[src/rtl/simd_shift_issue.sv]
// rtl/simd_shift_issue.sv - request FIFO and registered result slot around the SIMD shifter
package simd_shift_pkg;
  typedef logic [63:0] word_t;
  typedef logic [5:0]  shift_t;
  typedef enum logic [1:0] {
    MODE_64   = 2'd0,
    MODE_32   = 2'd1,
    MODE_16   = 2'd2,
    MODE_RSVD = 2'd3
  } mode_t;
  typedef enum logic [1:0] {
    OP_SLL = 2'd0,
    OP_SLA = 2'd1,
    OP_SRL = 2'd2,
    OP_SRA = 2'd3
  } op_t;
endpackage

module simd_shift_issue
  import simd_shift_pkg::*;
#(
  parameter int DEPTH = 4
) (
  input  logic         clk,
  input  logic         rst_n,
  input  logic         in_vld,
  input  word_t        in_word,
  input  mode_t        in_mode,
  input  op_t          in_op,
  input  shift_t [3:0] in_shift,
  output logic         in_rdy,
  output word_t        sh_in,
  output mode_t        sh_mode,
  output op_t          sh_op,
  output shift_t [3:0] sh_shift,
  input  word_t        sh_out,
  output logic         out_vld,
  output word_t        out_word,
  input  logic         out_rdy
);
  localparam int AW = $clog2(DEPTH);
  localparam int CW = AW + 1;
  localparam logic [CW-1:0] FULL = CW'(DEPTH);

  word_t        word_mem  [DEPTH];
  mode_t        mode_mem  [DEPTH];
  op_t          op_mem    [DEPTH];
  shift_t [3:0] shift_mem [DEPTH];

  logic [AW-1:0] wr_ptr;
  logic [AW-1:0] rd_ptr;
  logic [CW-1:0] count;
  logic          not_empty;
  logic          push;
  logic          pop;

  // in_rdy looks only at registered count so out_rdy never reaches it combinationally
  assign not_empty = (count != '0);
  assign in_rdy    = (count != FULL);
  assign push      = in_vld & in_rdy;
  assign pop       = not_empty & (~out_vld | out_rdy);

  // Present the FIFO head to the shifter; drive zeros when nothing is queued
  always_comb begin
    sh_in    = '0;
    sh_mode  = MODE_64;
    sh_op    = OP_SLL;
    sh_shift = '0;
    if (not_empty) begin
      sh_in    = word_mem[rd_ptr];
      sh_mode  = mode_mem[rd_ptr];
      sh_op    = op_mem[rd_ptr];
      sh_shift = shift_mem[rd_ptr];
    end
  end

  // Request storage; contents are don't-care until pointed at, so no reset
  always_ff @(posedge clk) begin
    if (push) begin
      word_mem[wr_ptr]  <= in_word;
      mode_mem[wr_ptr]  <= in_mode;
      op_mem[wr_ptr]    <= in_op;
      shift_mem[wr_ptr] <= in_shift;
    end
  end

  // Pointers wrap naturally because DEPTH is a power of two
  always_ff @(posedge clk) begin
    if (!rst_n) begin
      wr_ptr <= '0;
      rd_ptr <= '0;
      count  <= '0;
    end else begin
      if (push) wr_ptr <= wr_ptr + 1'b1;
      if (pop)  rd_ptr <= rd_ptr + 1'b1;
      case ({push, pop})
        2'b10:   count <= count + 1'b1;
        2'b01:   count <= count - 1'b1;
        default: ;
      endcase
    end
  end

  // Output slot captures the shifter result on every pop and holds it while stalled
  always_ff @(posedge clk) begin
    if (!rst_n) begin
      out_vld  <= 1'b0;
      out_word <= '0;
    end else if (pop) begin
      out_vld  <= 1'b1;
      out_word <= sh_out;
    end else if (out_rdy) begin
      out_vld  <= 1'b0;
    end
  end

endmodule

[config.mk]
export PLATFORM = sky130hd
export DESIGN_NAME = simd_shift_issue
export DESIGN_NICKNAME = d
export VERILOG_FILES = /design/src/rtl/simd_shift_issue.sv
export SDC_FILE = /design/constraint.sdc
export NUM_CORES = 1
export LEC_CHECK = 0
export ABC_CLOCK_PERIOD_IN_PS = 5700
export CAP_MARGIN = 20
export CORE_ASPECT_RATIO = 0.6
export CORE_UTILIZATION = 35
export DETAILED_ROUTE_END_ITERATION = 16
export MAX_ROUTING_LAYER = met4
export PLACE_DENSITY = 0.64
export SYNTH_ARGS = -nofsm -noshare
export SYNTH_HDL_FRONTEND = slang
export SYNTH_SLANG_ARGS = --single-unit
[constraint.sdc]
create_clock -name clk -period 5.7 [get_ports clk]
set_clock_uncertainty 0.2 [all_clocks]
set_input_delay 1.14 -clock clk [delete_from_list [all_inputs] [get_ports clk]]
set_output_delay 1.14 -clock clk [all_outputs]
set_load 0.01 [all_outputs]
==> summary.md, run 1 <==
| Metric | Value |
|---|---|
| Filler Cell Count | `4128` |
| Core ar. | `47790 sq um` |
| RSZ-0062 raised after global routing | `false` |
| Routed vias/inst | `4.627` |
| Synth-to-Final Area Change | `30.78%` |
| Final Power | `0.01077 W` |
| Flops & latches, synth | `442` |
| Ports | `318` |
| Syn. warnings | `0` |
| Final antenna-violating net count | `0` |
| Sequential share of the synthesized area | `74.02%` |
| Number of setup buffers added after CTS | `0` |
| Root Driver | `clkbuf_16` |
| Initial antenna violation count | `1` |
| Largest net degree at the start of global routing | `82` |
| Die height | `172.4 um` |
| # DRC | `0` |
| Placed Area | `20790 sq um` |
| Total track usage | `15.05%` |
| Vias in the first global route | `9116` |
| FP Rows | `62` |
| Hold Buf Count CTS | `0` |
| Sink Count | `442` |
| DR pass1 iterations | `4` |
| Crit path DAT | `2960 ps` |
| Port bufs | `317` |
| Crit-path cells | `buf_12 -> mux4_2 -> nor2b_1 -> clkdlybuf4s50_1` |
| Worst path slowest cell | `dfxtp_4` |
| Design area | `22140 sq um` |
| Crit share post-route | `75.52%` |
| Syn nets | `1082` |
| Detailed-route via count | `8856` |
| Die footprint | `49290 sq um` |
| Syn Inst Count | `916` |
| Achievable Freq | `232.3 MHz` |
| Setup Total Neg Slack | `0 ps` |
| Max-slew violation count | `0` |
| Max-cap viol count | `0` |
| H-tree depth | `2` |
| Critical path buffer and inverter count | `2` |
| Max incr delay on CP | `770 ps` |
| Worst Path Max Fanout | `34` |
| Mean routed wirelength per cell | `19.28 um` |
| Post-synthesis cell type count | `26` |
| Slew headroom | `36.45%` |
| # setup viols final | `0` |
| CTS resizes | `0` |
| Layout cell share with drive strength beyond 1 | `13.52%` |
| Nets | `1406` |
| Clock latency at the later pin of the worst-skew pair | `530 ps` |
| Leakage | `7.238 nW` |
| Mean Syn Cell Area | `18.48 sq um` |
| Worst hold path class | `register to register` |
| Crit. End Element | `output port` |
| Final hold violations | `0` |
| Die width | `285.9 um` |
| Crit path kind | `register to output port` |
| Max VDD drop | `0.2927 mV` |
| CTS Buffer Depth | `3` |
| Initial Util | `35.43%` |
| First-pass GRT wire length | `54.67 mm` |
| Total congestion overflow | `0` |
| Mapped Area | `16930 sq um` |
| Total wire length | `36.91 mm` |
| Status | `complete, no violations` |
| Final Critical Period | `4305 ps` |
| Initial DRC Count | `469` |
| Pwr dens | `486.5 nW/um^2` |
| Crit path max-delay family | `buffers and inverters` |
| Detail Placement HPWL | `22.28 mm` |
| Gpl congestion | `0.7245` |
| CTS Buf Count | `43` |
| Kind of launch point of the worst setup path | `register` |
| Clock slew at reported path FFs | `60 ps` |
| Slew @ Worst Pin | `953.2 ps` |
| CTS tree | `yes` |
| Worst path required time | `4360 ps` |
[final timing paths]
check	startpoint	to	slack [ps]	depth (start not counted)
setup / recovery	register	sh_in[12]	1400	4
hold / removal	out_word[23]$_SDFFE_PN0P_	out_word[23]$_SDFFE_PN0P_	260	2
setup reg to reg	count[0]$_SDFFE_PN0P_	shift_mem[3][2]$_DFFE_PP_	2760	4
hold reg to reg	out_word[23]$_SDFFE_PN0P_	out_word[23]$_SDFFE_PN0P_	260	2
[synthesized netlist by cell type (all sizes together)]
library cell,instances,area (sq um)
a21boi,2,15.02
and2,6,37.54
buf,29,217.7
clkbuf,23,86.33
dfxtp,74,1481
edfxtp,368,11050
fa,1,20.02
ha,5,62.56
inv,6,22.52
mux2i,69,690.7
mux4,92,2072
nand2,136,510.5
nand2b,2,12.51
nor2,2,7.510
nor2b,93,581.8
nor3,1,10.01
nor3b,1,7.510
o21ai,2,10.01
o41a,1,11.26
or3,1,6.260
xnor2,1,8.760
xor2,1,8.760
[where the power goes]
group          switching [W]  leakage (nW)  internal [W]  total, W
sequential          0.000273          3.99       0.00400   0.00427
combinational        0.00171          2.62       0.00210   0.00381
clock                0.00117         0.635       0.00152   0.00269
total                0.00315          7.24       0.00762    0.0108
[metrics by stage]
stage | std cells | utilization [%] | setup WS, ps | hold slack [ps]
after global routing | 1913 | 46.33 | 1147 | 275.9
final | 1914 | 46.34 | 1395 | 256.0
after global placement | 1834 | 43.51 | 1782 | 240.8
after detailed placement | 1834 | 43.51 | 1682 | 246.5
after CTS | 1911 | 46.27 | 1250 | 257.6
after floorplan | 916 | - | 1330 | 245.1
[state kept, by name, indices dropped and copies added, names as in the netlist, named ones only]
register and cells:
count 3, mode_mem 8, op_mem 8, out_vld 1
out_word 64, rd_ptr 2, shift_mem 96, word_mem 256
wr_ptr 2
[kinds of logic after synthesis]
family                     Yosys count  share of synthesized area [%]
xor gates and xnor gates             2                         0.1035
adders and majority gates            6                         0.4877
muxes                              161                          16.32
DFF                                442                          74.02
and+or+nand+nor                    242                          6.932
buffers and inverters               58                          1.929
AOI/OAI and AO/OA                    5                         0.2143
[tightest hold or removal path: cells and delay by family (launching register included)]
family	cells	cell delay [ps]
flops	1	310
mux	1	50
simple gates	1	50
[layer usage]
layer  GRT usage [%]  wire [um]  vias to the layer above
met2           23.73      17870                      171
li1                -          -                     4135
met4           3.534        615                        0
met5               -          0                        -
met3           3.681       1791                       59
met1           19.73      16630                     4491
[cell usage in the layout (no fill, tap or decap), types with 2 or more instances in the layout]
master / count
nor2b_1: 93
clkinv_2: 4
nand2b_1: 2
ha_1: 5
nand2_1: 136
diode_2: 2
and2_4: 4
dfxtp_4: 2
clkinvlp_4: 3
buf_12: 5
dfxtp_1: 72
clkinv_1: 12
buf_4: 9
and2_1: 2
clkbuf_16: 45
clkbuf_8: 3
clkdlybuf4s50_1: 316
mux4_2: 92
o21ai_0: 2
edfxtp_1: 368
clkbuf_1: 8
mux2i_1: 69
inv_1: 6
[area by class of cell]
type	count	area (sq um)	share of cell area, %
Clock buffer	56	1197	5.408
Sequential cell	442	12540	56.63
Inverter	6	22.52	0.1017
Tap cell	640	800.8	3.616
Clock inverter	21	122.6	0.5538
Timing Repair Buffer	331	3358	15.17
Multi-Input combinational cell	416	4096	18.50
Antenna cell	2	5.005	0.02260
No activity file was read; power rests on OpenSTA's default activity.
==> run 2: changes to the inputs <==
--- a/config.mk
+++ b/config.mk
@@ -5,13 +5,13 @@
 export SDC_FILE = /design/constraint.sdc
 export NUM_CORES = 1
 export LEC_CHECK = 0
-export ABC_CLOCK_PERIOD_IN_PS = 5700
+export ABC_CLOCK_PERIOD_IN_PS = 3700
 export CAP_MARGIN = 20
 export CORE_ASPECT_RATIO = 0.6
 export CORE_UTILIZATION = 35
 export DETAILED_ROUTE_END_ITERATION = 16
 export MAX_ROUTING_LAYER = met4
-export PLACE_DENSITY = 0.64
+export PLACE_DENSITY = 0.67
 export SYNTH_ARGS = -nofsm -noshare
 export SYNTH_HDL_FRONTEND = slang
 export SYNTH_SLANG_ARGS = --single-unit
==> constraint.sdc (replaced) <==
create_clock -name clk -period 3.7 [get_ports clk]
set_clock_uncertainty 0.2 [all_clocks]
set_input_delay 0.74 -clock clk [delete_from_list [all_inputs] [get_ports clk]]
set_output_delay 0.74 -clock clk [all_outputs]
set_load 0.01 [all_outputs]
==> run 2 against run 1 <==
Via count up 2.0%. Highest routed layer unchanged. Sequential share of layout area down 0.41 points. Clock-buffer cell count up 3. Total power grew 56%.
==> summary.md, run 2 (synthesized netlist as in run 1, its figures left out) <==
| Metric | Value |
|---|---|
| Status | `complete, no violations` |
| Worst hold path class | `register to register` |
| Mean routed wirelength per cell | `19.37 um` |
| Max-slew violation count | `0` |
| Design area | `22310 sq um` |
| Combinational Power Share | `36.9%` |
| Initial Util | `35.43%` |
| Routed vias/inst | `4.699` |
| CTS resizes | `0` |
| Leakage | `7.344 nW` |
| CTS tree | `yes` |
| Worst Path Max Fanout | `14` |
| Sequential share of power | `38.2%` |
| Pint | `0.01192 W` |
| Final antenna-violating net count | `0` |
| Max FFs per register | `256` |
| Port bufs | `317` |
| Crit. End Element | `output port` |
| Ports | `318` |
| Total congestion overflow | `0` |
| Setup Total Neg Slack | `0 ps` |
| Synth-to-Final Area Change | `31.74%` |
| # DRC | `0` |
| Total wire length | `37.24 mm` |
| Total track usage | `14.91%` |
| Slew @ Worst Pin | `672.6 ps` |
| Hold Buf Count CTS | `0` |
| Largest net degree at the start of global routing | `73` |
| Pwr dens | `754.0 nW/um^2` |
| Die width | `285.9 um` |
| Filler Cell Count | `4071` |
| Initial DRC Count | `507` |
| RSZ-0062 raised after global routing | `false` |
| Slew headroom | `55.16%` |
| FP Rows | `62` |
| DR pass1 iterations | `4` |
| Hold Startpoint | `out_word[31]$_SDFFE_PN0P_` |
| First-pass GRT wire length | `54.06 mm` |
| Crit path kind | `register to output port` |
| Placed Area | `20940 sq um` |
| Detail Placement HPWL | `22.89 mm` |
| Gpl congestion | `0.7531` |
| Detailed-route via count | `9037` |
| Sw power | `0.004898 W` |
| Final Critical Period | `3434 ps` |
| Top reg by flops | `word_mem` |
| Vias in the first global route | `9165` |
| FF+latch area | `12540 sq um` |
| Worst path required time | `2760 ps` |
| # setup viols final | `0` |
| Initial antenna violation count | `0` |
| Layout cell share with drive strength beyond 1 | `14.73%` |
| Final hold violations | `0` |
| Clock network power share | `25.0%` |
| Final Power | `0.01682 W` |
| N_diodes | `0` |
| Nets | `1419` |
| Switching share of power | `29.12%` |
| Max-cap viol count | `0` |
| Area of the multi-input gates | `4096 sq um` |
| Kind of launch point of the worst setup path | `register` |
| Crit path DAT | `2490 ps` |
| CTS Buf Count | `42` |
| Core ar. | `47790 sq um` |
| H-tree depth | `2` |
| Commonest cells after routing, fill and taps aside | `368 x edfxtp_1, 316 x clkdlybuf4s50_1, 136 x nand2_1` |
| Die height | `172.4 um` |
| Registers with the most flip-flops | `word_mem x256, shift_mem x96, out_word x64` |
| R2R Path Start | `count[2]$_SDFFE_PN0P_` |
| CTS Buffer Depth | `3` |
| Sink Count | `442` |
| Max VDD drop | `0.4084 mV` |
| Clock latency at the later pin of the worst-skew pair | `530 ps` |
| Clock slew at reported path FFs | `60 ps` |
| Crit share post-route | `92.81%` |
| Achievable Freq | `291.2 MHz` |
| Commonest non-fill, non-tap cell in the layout | `edfxtp_1` |
| Root Driver | `clkbuf_16` |
| Die footprint | `49290 sq um` |
-- run 2: per-layer routing --
layer	GRT usage, %	share of wire [%]	up-vias
met5	-	0	-
met1	20.25	45	4616
li1	-	-	4156
met3	3.377	5.6	45
met4	3.302	1.4	0
met2	22.96	48	220
-- run 2: critical path, stage by stage (launching register included) --
cell             delay [ps]
dfxtp_4                 400
buf_12                  180
buf_4                   220
mux4_2                  500
nor2b_1                 140
clkdlybuf4s50_1         490
-- run 2: timing repair --
item,4_1_cts,5_1_grt
buffers inserted,0,4
endpoints found under the hold margin,0,0
endpoints found under the setup margin,0,23
-- run 2: final timing paths --
path	endpoint	slack [ps]	cells past startpoint
worst max-delay path	sh_in[60]	270	5
worst min-delay path	out_word[31]$_SDFFE_PN0P_	250	2
worst max register to register	count[2]$_SDFFE_PN0P_	1220	9
worst min register to register	out_word[31]$_SDFFE_PN0P_	250	2
-- run 2: through the flow --
stage	setup WS (ps)	utilization (%)	hold slack [ps]	std cells
3_3_place_gp	644.6	43.82	241.3	1844
3_5_place_dp	563.5	43.82	246.9	1844
2_1_floorplan	728.3	-	245.1	916
6_report	266.2	46.68	253.5	1923
4_1_cts	49.41	46.57	257.4	1918
5_1_grt	127.8	46.68	275.1	1923
-- run 2: power by group through the flow --
stage | clock network, W | registers, W | logic [W]
finish | 0.00420 | 0.00642 | 0.00620
global route | 0.00451 | 0.00649 | 0.00666
CTS | 0.00432 | 0.00645 | 0.00627
detailed placement | 0 | 0.00655 | 0.00624
global placement | 0 | 0.00652 | 0.00618
floorplan | 0 | 0.00659 | 0.00329
-- run 2: cell type report --
type / instances / area share [%]
clock buffers: 59 / 5.166
flip-flops and latches: 442 / 56.22
well taps: 640 / 3.590
clock inverters: 15 / 0.7292
multi-input cells: 416 / 18.37
inverters: 6 / 0.1010
repair buffers: 345 / 15.83
